[config.mk]
export PLATFORM = sky130hd
export DESIGN_NAME = serial_adder_ctrl
export DESIGN_NICKNAME = d
export VERILOG_FILES = /design/src/rtl/serial_adder_pkg.sv /design/src/rtl/full_adder.sv /design/src/rtl/serial_adder_ctrl.sv
export SDC_FILE = /design/constraint.sdc
export NUM_CORES = 1
export LEC_CHECK = 0
export CELL_PAD_IN_SITES_DETAIL_PLACEMENT = 0
export CELL_PAD_IN_SITES_GLOBAL_PLACEMENT = 2
export CORE_UTILIZATION = 30
export DETAILED_ROUTE_END_ITERATION = 10
export PLACE_DENSITY_LB_ADDON = 0.1
export SLEW_MARGIN = 20
export SYNTH_ARGS = -nofsm -noshare
export SYNTH_HDL_FRONTEND = slang
export SYNTH_SLANG_ARGS = --single-unit
export TNS_END_PERCENT = 5
[constraint.sdc]
create_clock -name clk -period 1.3 [get_ports clk]
set_input_delay 0.13 -clock clk [delete_from_list [all_inputs] [get_ports clk]]
set_output_delay 0.13 -clock clk [all_outputs]
set_load 0.005 [all_outputs]
[src/rtl/serial_adder_pkg.sv]
// Shared definitions for the bit-serial adder controller: FSM state
// encoding and its typedef.
package serial_adder_pkg;

    localparam logic [1:0] ST_IDLE = 2'd0;
    localparam logic [1:0] ST_RUN  = 2'd1;
    localparam logic [1:0] ST_DONE = 2'd2;

    typedef enum logic [1:0] {
        IDLE = ST_IDLE,
        RUN  = ST_RUN,
        DONE = ST_DONE
    } state_t;

endpackage

[src/rtl/full_adder.sv]
// One-bit full adder; the only arithmetic in the serial adder datapath.
module full_adder (
    input  logic a,
    input  logic b,
    input  logic cin,
    output logic s,
    output logic cout
);

    // Plain combinational sum and carry.
    always_comb begin
        s    = a ^ b ^ cin;
        cout = (a & b) | (a & cin) | (b & cin);
    end

endmodule

[src/rtl/serial_adder_ctrl.sv]
// Bit-serial addition controller. Adds two WIDTH-bit operands LSB first,
// one bit per clock, through a single shared full_adder.
// Optional feature: define SERIAL_ADDER_OVERFLOW_EN to add the registered
// signed-overflow output.
//
// Handshake: a request is accepted on a rising clock edge where
// start && ready; ready is high only in IDLE, and start seen in any other
// state is dropped (never queued). done pulses for one cycle when sum,
// carry_out (and overflow) take their new values; they then hold until
// the next completion.
module serial_adder_ctrl
    import serial_adder_pkg::*;
#(
    parameter int WIDTH = 8
) (
    input  logic             clk,
    input  logic             rst_n,
    input  logic             start,
    input  logic [WIDTH-1:0] a,
    input  logic [WIDTH-1:0] b,
    input  logic             carry_in,
    output logic             ready,
    output logic             done,
    output logic [WIDTH-1:0] sum,
    output logic             carry_out,
`ifdef SERIAL_ADDER_OVERFLOW_EN
    output logic             overflow,
`endif
    output logic [1:0]       state_dbg
);

    localparam int CNT_W = $clog2(WIDTH);
    localparam logic [CNT_W-1:0] LAST_BIT = CNT_W'(WIDTH - 1);

    state_t           state;
    state_t           state_nxt;
    logic [WIDTH-1:0] a_sr;
    logic [WIDTH-1:0] b_sr;
    // Holds the sum bits produced so far, MSB-aligned; the final bit is
    // concatenated on top when the result is committed.
    logic [WIDTH-2:0] sum_sr;
    logic             carry_q;
    logic [CNT_W-1:0] bit_cnt;
    logic             fa_sum;
    logic             fa_cout;
    logic [WIDTH-1:0] sum_shift;
    logic             last_bit;

    full_adder u_full_adder (
        .a    (a_sr[0]),
        .b    (b_sr[0]),
        .cin  (carry_q),
        .s    (fa_sum),
        .cout (fa_cout)
    );

    assign sum_shift = {fa_sum, sum_sr};
    assign last_bit  = (state == RUN) && (bit_cnt == LAST_BIT);
    assign ready     = (state == IDLE);
    assign done      = (state == DONE);
    assign state_dbg = state;

    // State register.
    always_ff @(posedge clk or negedge rst_n) begin
        if (!rst_n) begin
            state <= IDLE;
        end else begin
            state <= state_nxt;
        end
    end

    // Next-state logic: IDLE -> RUN on start, RUN for WIDTH bits, one DONE cycle.
    always_comb begin
        state_nxt = state;
        case (state)
            IDLE:    if (start) state_nxt = RUN;
            RUN:     if (bit_cnt == LAST_BIT) state_nxt = DONE;
            DONE:    state_nxt = IDLE;
            default: state_nxt = IDLE;
        endcase
    end

    // Operand load, per-bit shifting and carry tracking.
    always_ff @(posedge clk or negedge rst_n) begin
        if (!rst_n) begin
            a_sr    <= '0;
            b_sr    <= '0;
            sum_sr  <= '0;
            carry_q <= 1'b0;
            bit_cnt <= '0;
        end else if (state == IDLE && start) begin
            a_sr    <= a;
            b_sr    <= b;
            sum_sr  <= '0;
            carry_q <= carry_in;
            bit_cnt <= '0;
        end else if (state == RUN) begin
            a_sr    <= a_sr >> 1;
            b_sr    <= b_sr >> 1;
            sum_sr  <= sum_shift[WIDTH-1:1];
            carry_q <= fa_cout;
            bit_cnt <= bit_cnt + 1'b1;
        end
    end

    // Result registers: written only on the final bit so partial sums never show.
    always_ff @(posedge clk or negedge rst_n) begin
        if (!rst_n) begin
            sum       <= '0;
            carry_out <= 1'b0;
`ifdef SERIAL_ADDER_OVERFLOW_EN
            overflow  <= 1'b0;
`endif
        end else if (last_bit) begin
            sum       <= sum_shift;
            carry_out <= fa_cout;
`ifdef SERIAL_ADDER_OVERFLOW_EN
            // carry_q is the carry into the MSB, fa_cout the carry out of it.
            overflow  <= carry_q ^ fa_cout;
`endif
        end
    end

endmodule

==> qor.csv, run 1 <==
stage;metric;value;unit
setup_path;crit_required;1.49;ns
route;routed-via-count;1369;
power;power.share.sequential;39.4;%
synthesis;synth_area_leaders;dfrtp_1 56%, mux2_4 7.9%, nor3_1 7.1%;
cells_and_area;finalNetCount;222;
placement;hpwl;2598;µm
cells_and_area;area_growth;49.01;%
clock_tree;clk_root_buffer_cell;clkbuf_8;
synthesis;yosysTopAreaCellShare;55.92;%
cells_and_area;fin_cells;272;
timing;finalCritPeriodShare;100.9;%
route;dr.pass1.iters;4;
timing;worst-slew-pin-transition;0.2521;ns
setup_path;worstSetupPathType;register to register;
setup_path;endpoint_kind;register;
global_route;grt_max_degree;39;
power;p_clk_share;15.8;%
setup_path;cp_cell_sequence;buf_6 -> buf_6 -> o21bai_1 -> buf_4 -> a22o_1;
route;wl_per_cell;15.06;µm
global_route;gr-total-overflow;0;
synthesis;syn_area_per_cell;11.81;µm²
synthesis;synth_cells;144;
die;core_area;5473;µm²
outcome;status;finished, violations left;
timing;setup_slack;-0.01201;ns
global_route;grt.total_usage;14.87;%
clock_tree;cts_sinks;38;
synthesis;ys.warnings.count;0;
die;fp-row-count;27;
setup_path;critPathArrivalTime;1.50;ns
die;dieHeight;77.29;µm
placement;dp_cells;253;
timing;fin_crit;1.312;ns
timing;slew_headroom;83.14;%
synthesis;yosysTopAreaCell;dfrtp_1;
run;maxCapViolCount;0;
cells_and_area;final_cell_mix;37 x dfrtp_1, 19 x nor3_1, 19 x buf_4;
outcome;violations;setup timing;
setup_path;cp_slowest_cell;dfrtp_2;
route;postRouteWirelength;4096;µm
cells_and_area;finalInstanceArea;2534;µm²
clock_tree;clk_pin_slew;0.07;ns
synthesis;ys_seq_area_share;55.92;%
power;power_per_cell_area;2129;nW/µm²
die;fp.dieArea;5973;µm²
die;initial_core_util;31.07;%
global_route;grt_antenna_before_repair;0;
clock_tree;numCtsBuffers;5;
setup_path;path_max_fanout;11;
cells_and_area;antennaDiodeCount;0;
global_route;met1_usage;17.58;%
clock_tree;htreeDepth;2;
global_route;grt_pass1_wl;6837;µm
placement;place.gp.congestion;0.7154;
route;via_per_inst;5.033;
timing;setup_viol;19;
placement;port_buffers;32;
cells_and_area;final_common_cell;dfrtp_1;
timing;drv_slew;0;
timing;rsz0062_at_grt;yes;
setup_path;crit_path_max_incr_delay;0.43;ns
power;power_switching;1842;µW
power;finalPower;5394;µW
power;p_comb_share;44.8;%
synthesis;ys_types;25;
route;drcViolationCount;0;
synthesis;synth_fp_nets;167;
power;sw_frac_of_total;34.15;%
power;max-vdd-ir-drop;0.6923;mV
power;leakage;0.001171;µW
power;p_int;3552;µW
setup_path;start_kind;register;
die;fp.dieW;77.29;µm
setup_path;worst_path_most_repeated_cell;buf_6;
min_path;worstHoldPathType;input port to async pin;
route;drtIter0Drc;49;
placement;placed_cell_area;2201;µm²
synthesis;synth_ff_type;dfrtp_1;
global_route;grt_pass1_vias;1406;
synthesis;syn_area;1700;µm²
clock_tree;cts_tree;done;
die;ios;33;
route;antenna_left;0;
timing;finClkSkew;0.001487;ns
clock_tree;clock_latency;0.29;ns
cells_and_area;drive_gt1_share;37.00;%
global_route;grt_util_met2;24.96;%
setup_path;cp_top_family;flip-flops;
global_route;busiest_layer;met2;
synthesis;synth-edff-count;0;
synthesis;synthArstFlopShare;100.0;%
timing;hold_violations;0;
global_route;use_met3;4.286;%
setup_path;worst-path-buf-inv;3;
synthesis;ys_seq_elements;38;
timing;max_freq;0.7622;GHz
clock_tree;ctsLongestPathBuffers;2;
## cells by family after synthesis
| group | Yosys count | synth area share (%) |
|---|---|---|
| buffers and inverters | 13 | 4.268 |
| and+or+nand+nor | 43 | 13.25 |
| adders and majority gates | 3 | 2.649 |
| DFF | 38 | 55.92 |
| muxes | 9 | 7.947 |
| AOI/OAI and AO/OA | 38 | 15.97 |
## routing by layer
| layer | share of wire [%] | up-vias |
|---|---|---|
| li1 | - | 651 |
| met1 | 44 | 682 |
| met2 | 50 | 27 |
| met3 | 4.3 | 9 |
| met4 | 2.1 | 0 |
| met5 | 0 | - |
## path summary, 6_finish.rpt
path / depth (start not counted) / end / start / slack, ns
max reg2reg: 5 / sum_sr[4] / state_dbg[1] / -0.01
max in group asynchronous: 3 / state_dbg[1] / rst_n / 0.76
min in group clk: 3 / b_sr[7] / b[7] / 0.38
max: 5 / sum_sr[4] / state_dbg[1] / -0.01
min reg2reg: 1 / sum[2] / sum[2] / 0.51
min: 3 / sum[0] / rst_n / 0.34
## worst register-to-register path, delay by kind of cell (launching register included)
kind,cells,cell delay [ns]
flip-flops,1,0.43
buffers and inverters,3,0.42
AO/OA/AOI/OAI,2,0.35
## through the flow
step | TNS (ns) | hold WS, ns | setup slack [ns] | util (%)
2_1_floorplan | 0 | -0.1656 | 0.02417 | -
3_5_place_dp | -1.079 | 0.1164 | -0.1341 | 40.21
6_report | -0.1211 | 0.3433 | -0.01201 | 46.30
3_3_place_gp | -0.8176 | 0.1136 | -0.1151 | 40.21
4_1_cts | -0.8561 | 0.3433 | -0.2048 | 44.03
5_1_grt | -1.441 | 0.3723 | -0.06837 | 46.30
## synth_stat cells (2+ instances only)
cell type / n
dfrtp_1: 38
buf_4: 3
ha_1: 2
inv_2: 2
nor3_1: 24
buf_2: 4
clkbuf_1: 3
o22ai_1: 15
a22o_1: 9
nand2_1: 3
mux2_4: 9
nor2_1: 10
o21ai_0: 2
o32ai_1: 7
o21ai_1: 3
## power by group through the flow
stage	Combinational (µW)	Clock, µW	Sequential, µW
after floorplan	1360	0	2060
after detailed placement	2140	0	2140
final	2420	854	2120
after global placement	2110	0	2110
after CTS	2300	885	2120
after global routing	2660	951	2210
## layout make-up
| cell class | count | area (µm²) |
|---|---|---|
| clock buffers | 6 | 82.58 |
| flip-flops and latches | 38 | 952.2 |
| well taps | 72 | 90.09 |
| clock inverters | 2 | 12.51 |
| repair buffers | 58 | 563.0 |
| inverters | 2 | 7.507 |
| fillers | 519 | 2939 |
| multi-input cells | 94 | 825.8 |
## sequential cells by signal, indices dropped and copies added, names as in the netlist
| signal | flops |
|---|---|
| a_sr | 8 |
| b_sr | 8 |
| sum | 8 |
| sum_sr | 7 |
| bit_cnt | 3 |
| state_dbg | 2 |
| carry_out | 1 |
| carry_q | 1 |
## what timing repair did
action,4_1_cts,5_1_grt
endpoints found under the hold margin,38,0
resized for setup,20,25
setup buffers,4,5
endpoints found under the setup margin,22,46
hold buffers,1,0
pin swaps,4,21
cloned,0,1
(Power assumes the default switching activity.)
==> run 2, diff against run 1 <==
--- a/config.mk
+++ b/config.mk
@@ -7,11 +7,12 @@
 export LEC_CHECK = 0
 export CELL_PAD_IN_SITES_DETAIL_PLACEMENT = 0
 export CELL_PAD_IN_SITES_GLOBAL_PLACEMENT = 2
-export CORE_UTILIZATION = 30
+export CORE_UTILIZATION = 31
 export DETAILED_ROUTE_END_ITERATION = 10
 export PLACE_DENSITY_LB_ADDON = 0.1
 export SLEW_MARGIN = 20
 export SYNTH_ARGS = -nofsm -noshare
 export SYNTH_HDL_FRONTEND = slang
+export SYNTH_HIERARCHICAL = 1
 export SYNTH_SLANG_ARGS = --single-unit
 export TNS_END_PERCENT = 5
==> qor.csv, run 2 <==
stage;metric;value;unit;change
outcome;status;finished, violations left;;
outcome;violations;setup timing;;
setup_path;endpoint_kind;register;;
setup_path;worstSetupPathType;register to register;;
timing;slew_headroom;71.70;%;-11 points
route;antenna_left;0;;unchanged
power;power_switching;1648;µW;-11%
timing;finalCritPeriodShare;113.2;%;+12 points
timing;tns;-3.745;ns;-3.624 ns
synthesis;synth_ff_type;dfrtp_1;;
cells_and_area;multi_input_area;729.5;µm²;-12%
global_route;grt_max_degree;24;;-38%
synthesis;ys.warnings.count;6;;+6
cells_and_area;area_growth;48.64;%;
clock_tree;clk_pin_slew;0.08;ns;about the same
power;p_comb_share;42.6;%;-2.2 points
setup_path;cp_cell_sequence;buf_6 -> buf_16 -> or4b_1 -> o221a_2;;
setup_path;startpoint;state_dbg[0];;
global_route;gr-total-overflow;0;;unchanged
setup_path;path_max_fanout;13;;+2
setup_path;crit_path_end;a_sr[1];;
timing;drv_slew;0;;unchanged
setup_path;critPathArrivalTime;1.65;ns;+0.15 ns
timing;setup_viol;34;;+15
cells_and_area;drive_gt1_share;40.48;%;+3.5 points
placement;port_buffers;32;;unchanged
clock_tree;clock_latency;0.29;ns;about the same
global_route;met1_usage;17.93;%;+0.35 points
global_route;grt_pass1_vias;1307;;-7.0%
global_route;busiest_layer;met2;;
timing;hold_ws;0.3020;ns;-0.04123 ns
timing;hold_violations;0;;unchanged
power;leakage;0.001160;µW;-0.97%
die;core_area;5205;µm²;-4.9%
die;ios;33;;unchanged
route;drcViolationCount;0;;unchanged
synthesis;yosysTopAreaCell;dfrtp_1;;
setup_path;r2r_start;state_dbg[0];;
setup_path;worstReg2RegEnd;a_sr[1];;
global_route;grt_pass1_wl;6630;µm;-3.0%
setup_path;crit_path_max_incr_delay;0.51;ns;+0.08 ns
cells_and_area;seqCellArea;953.4;µm²;+0.13%
synthesis;synth.most_common_cell;dfrtp_1;;
power;power_per_cell_area;2297;nW/µm²;+7.9%
route;dr.pass1.iters;4;;unchanged
placement;dp_slack;-0.1937;ns;-0.05965 ns
cells_and_area;fill_cells;474;;-8.7%
power;power.share.sequential;35.9;%;-3.5 points
clock_tree;numCtsBuffers;5;;unchanged
clock_tree;cts_sinks;38;;unchanged
timing;worst-slew-pin-transition;0.4246;ns;+0.1725 ns
synthesis;synth_commonest_cells;38 x dfrtp_1, 15 x o221a_2, 15 x or4b_1, 9 x a22o_1, 9 x mux2_2;;
timing;max_freq;0.6795;GHz;-11%
global_route;grt.total_usage;14.71;%;-0.17 points
route;drtIter0Drc;52;;+6.1%
route;wl_per_cell;16.19;µm;+7.5%
clock_tree;ctsLongestPathBuffers;2;;unchanged
die;dieHeight;76.06;µm;-1.6%
synthesis;ys_seq_elements;38;;unchanged
power;finalPower;5805;µW;+7.6%
power;max-vdd-ir-drop;0.8581;mV;+24%
route;postRouteWirelength;3853;µm;-5.9%
setup_path;cp_top_family;simple AND/OR/NAND/NOR gates;;
placement;hpwl;2306;µm;-11%
die;fp-row-count;26;;-3.7%
timing;finClkSkew;0.003735;ns;+0.002248 ns
die;initial_core_util;32.67;%;+1.6 points
min_path;worstHoldPathType;input port to async pin;;
global_route;grt_util_met2;25.00;%;+0.044 points
setup_path;path_depth;4;;-1
power;p_int;4156;µW;+17%
run;maxCapViolCount;0;;unchanged
power;sw_frac_of_total;28.40;%;-5.7 points
synthesis;synth_area_leaders;dfrtp_1 56%, o221a_2 9.9%, or4b_1 8.8%;;
setup_path;r2r_slack;-0.17;ns;-0.16 ns
cells_and_area;final_cell_mix;36 x dfrtp_1, 21 x clkdlybuf4s50_1, 12 x or4b_1, 12 x o221a_2;;
cells_and_area;finalNetCount;190;;-14%
route;via_per_inst;5.080;;+0.93%
setup_path;reg2regPathDepth;4;;-1
synthesis;ys_seq_area_share;55.92;%;unchanged
timing;setup_slack;-0.1718;ns;-0.1598 ns
synthesis;ys_types;23;;-8.0%
power;p_clk_share;21.6;%;+5.8 points
clock_tree;clk_root_buffer_cell;clkbuf_8;;
die;fp.dieW;76.06;µm;-1.6%
clock_tree;htreeDepth;2;;unchanged
synthesis;synth_cells;118;;-18%
synthesis;syn_area_per_cell;14.41;µm²;+22%
timing;rsz0062_at_grt;yes;;
setup_path;cp_slowest_cell;or4b_1;;
cells_and_area;antennaDiodeCount;0;;unchanged
placement;place.gp.congestion;0.6641;;-7.2%
clock_tree;cts_tree;done;;
synthesis;syn_area;1700;µm²;unchanged
setup_path;start_kind;register;;
synthesis;synth_fp_nets;141;;-16%
synthesis;synth-edff-count;0;;unchanged
global_route;grt_antenna_before_repair;0;;unchanged
die;fp.dieArea;5785;µm²;-3.1%
timing;fin_crit;1.472;ns;+0.1598 ns
cells_and_area;reg.largest.list;a_sr x8, b_sr x8, sum x8;;
synthesis;yosysTopAreaCellShare;55.92;%;unchanged
setup_path;worst-path-buf-inv;2;;-1
synthesis;synthArstFlopShare;100.0;%;unchanged
setup_path;crit_required;1.48;ns;about the same
cells_and_area;final_common_cell;dfrtp_1;;
route;routed-via-count;1209;;-12%
global_route;use_met3;2.515;%;-1.8 points
## run 2: cell count changes after synthesis, sizes merged, moves of 2 or more
cell    previous run  this run
a211o              0         2
nor4bb             0         2
o32ai              7         0
nor3              24         0
nand2              4         0
o22ai             15         0
or4b               0        15
buf                8        10
o21ai              5         0
nor2              10         1
nor3b              0         2
o221a              0        15
## run 2: cell type report
cell class | instances | area share (%)
clock buffer | 6 | 3.267
clock inverter | 2 | 2.376
inverter | 1 | 0.1485
multi-input combinational | 66 | 28.86
sequential | 38 | 37.72
tap | 70 | 3.465
timing repair buffer | 55 | 24.16
## run 2: routing by layer
metal | vias up | part of all wire (%)
met5 | - | 0
met4 | 0 | 1.7
met3 | 5 | 3.8
met2 | 33 | 49
met1 | 610 | 45
li1 | 561 | -
## run 2: cell families (layout without fill, tap and decap cells)
family                   after synthesis  count (layout)  share of synthesized area (%)
AO/OA/AOI/OAI                         29              29                          17.14
adder cells (fa/ha/maj)                3               3                          2.649
buffers and inverters                 14              64                          5.077
flip-flops                            38              38                          55.92
multiplexers                          10              10                          6.549
AND/OR/NAND/NOR                       24              24                          12.66
## run 2: what timing repair did
action / 4_1_cts / 5_1_grt
hold buffers: 1 / 0
endpoints found under the setup margin: 37 / 45
hold endpoints to repair: 15 / 0
cloned: 2 / 0
resized for setup: 24 / 16
pin swaps: 15 / 2
setup buffers: 7 / 0
## run 2: power groups by stage
stage / Combinational (µW) / Sequential [µW] / Clock [µW]
CTS: 2460 / 2070 / 1280
global placement: 2080 / 2060 / 0
floorplan: 1310 / 2010 / 0
detailed placement: 2140 / 2080 / 0
global route: 2680 / 2150 / 1330
finish: 2470 / 2080 / 1250
## run 2: worst min path at each step
stage | end | depth (start not counted) | startpoint | slack, ns
floorplan | a_sr[0] | 0 | rst_n | -0.17
global placement | sum[1] | 1 | rst_n | 0.08
detailed placement | sum_sr[1] | 1 | rst_n | 0.09
CTS | sum[1] | 2 | rst_n | 0.32
global route | sum[1] | 2 | rst_n | 0.33
finish | sum[1] | 2 | rst_n | 0.30
## run 2: stage by stage
stage | util (%) | std cells | instance area (µm²)
CTS | 47.98 | 239 | 2497
floorplan | - | 118 | 1712
detailed placement | 42.14 | 221 | 2193
global route | 48.56 | 238 | 2527
global placement | 42.14 | 221 | 2193
finish | 48.56 | 238 | 2527
==> run 3, diff against run 2 <==
--- a/config.mk
+++ b/config.mk
@@ -8,6 +8,7 @@
 export CELL_PAD_IN_SITES_DETAIL_PLACEMENT = 0
 export CELL_PAD_IN_SITES_GLOBAL_PLACEMENT = 2
 export CORE_UTILIZATION = 31
+export CTS_CLUSTER_DIAMETER = 80
 export DETAILED_ROUTE_END_ITERATION = 10
 export PLACE_DENSITY_LB_ADDON = 0.1
 export SLEW_MARGIN = 20
==> results of run 3 <==
Same layout as run 2: the final DEF is identical, and so are final timing and power.
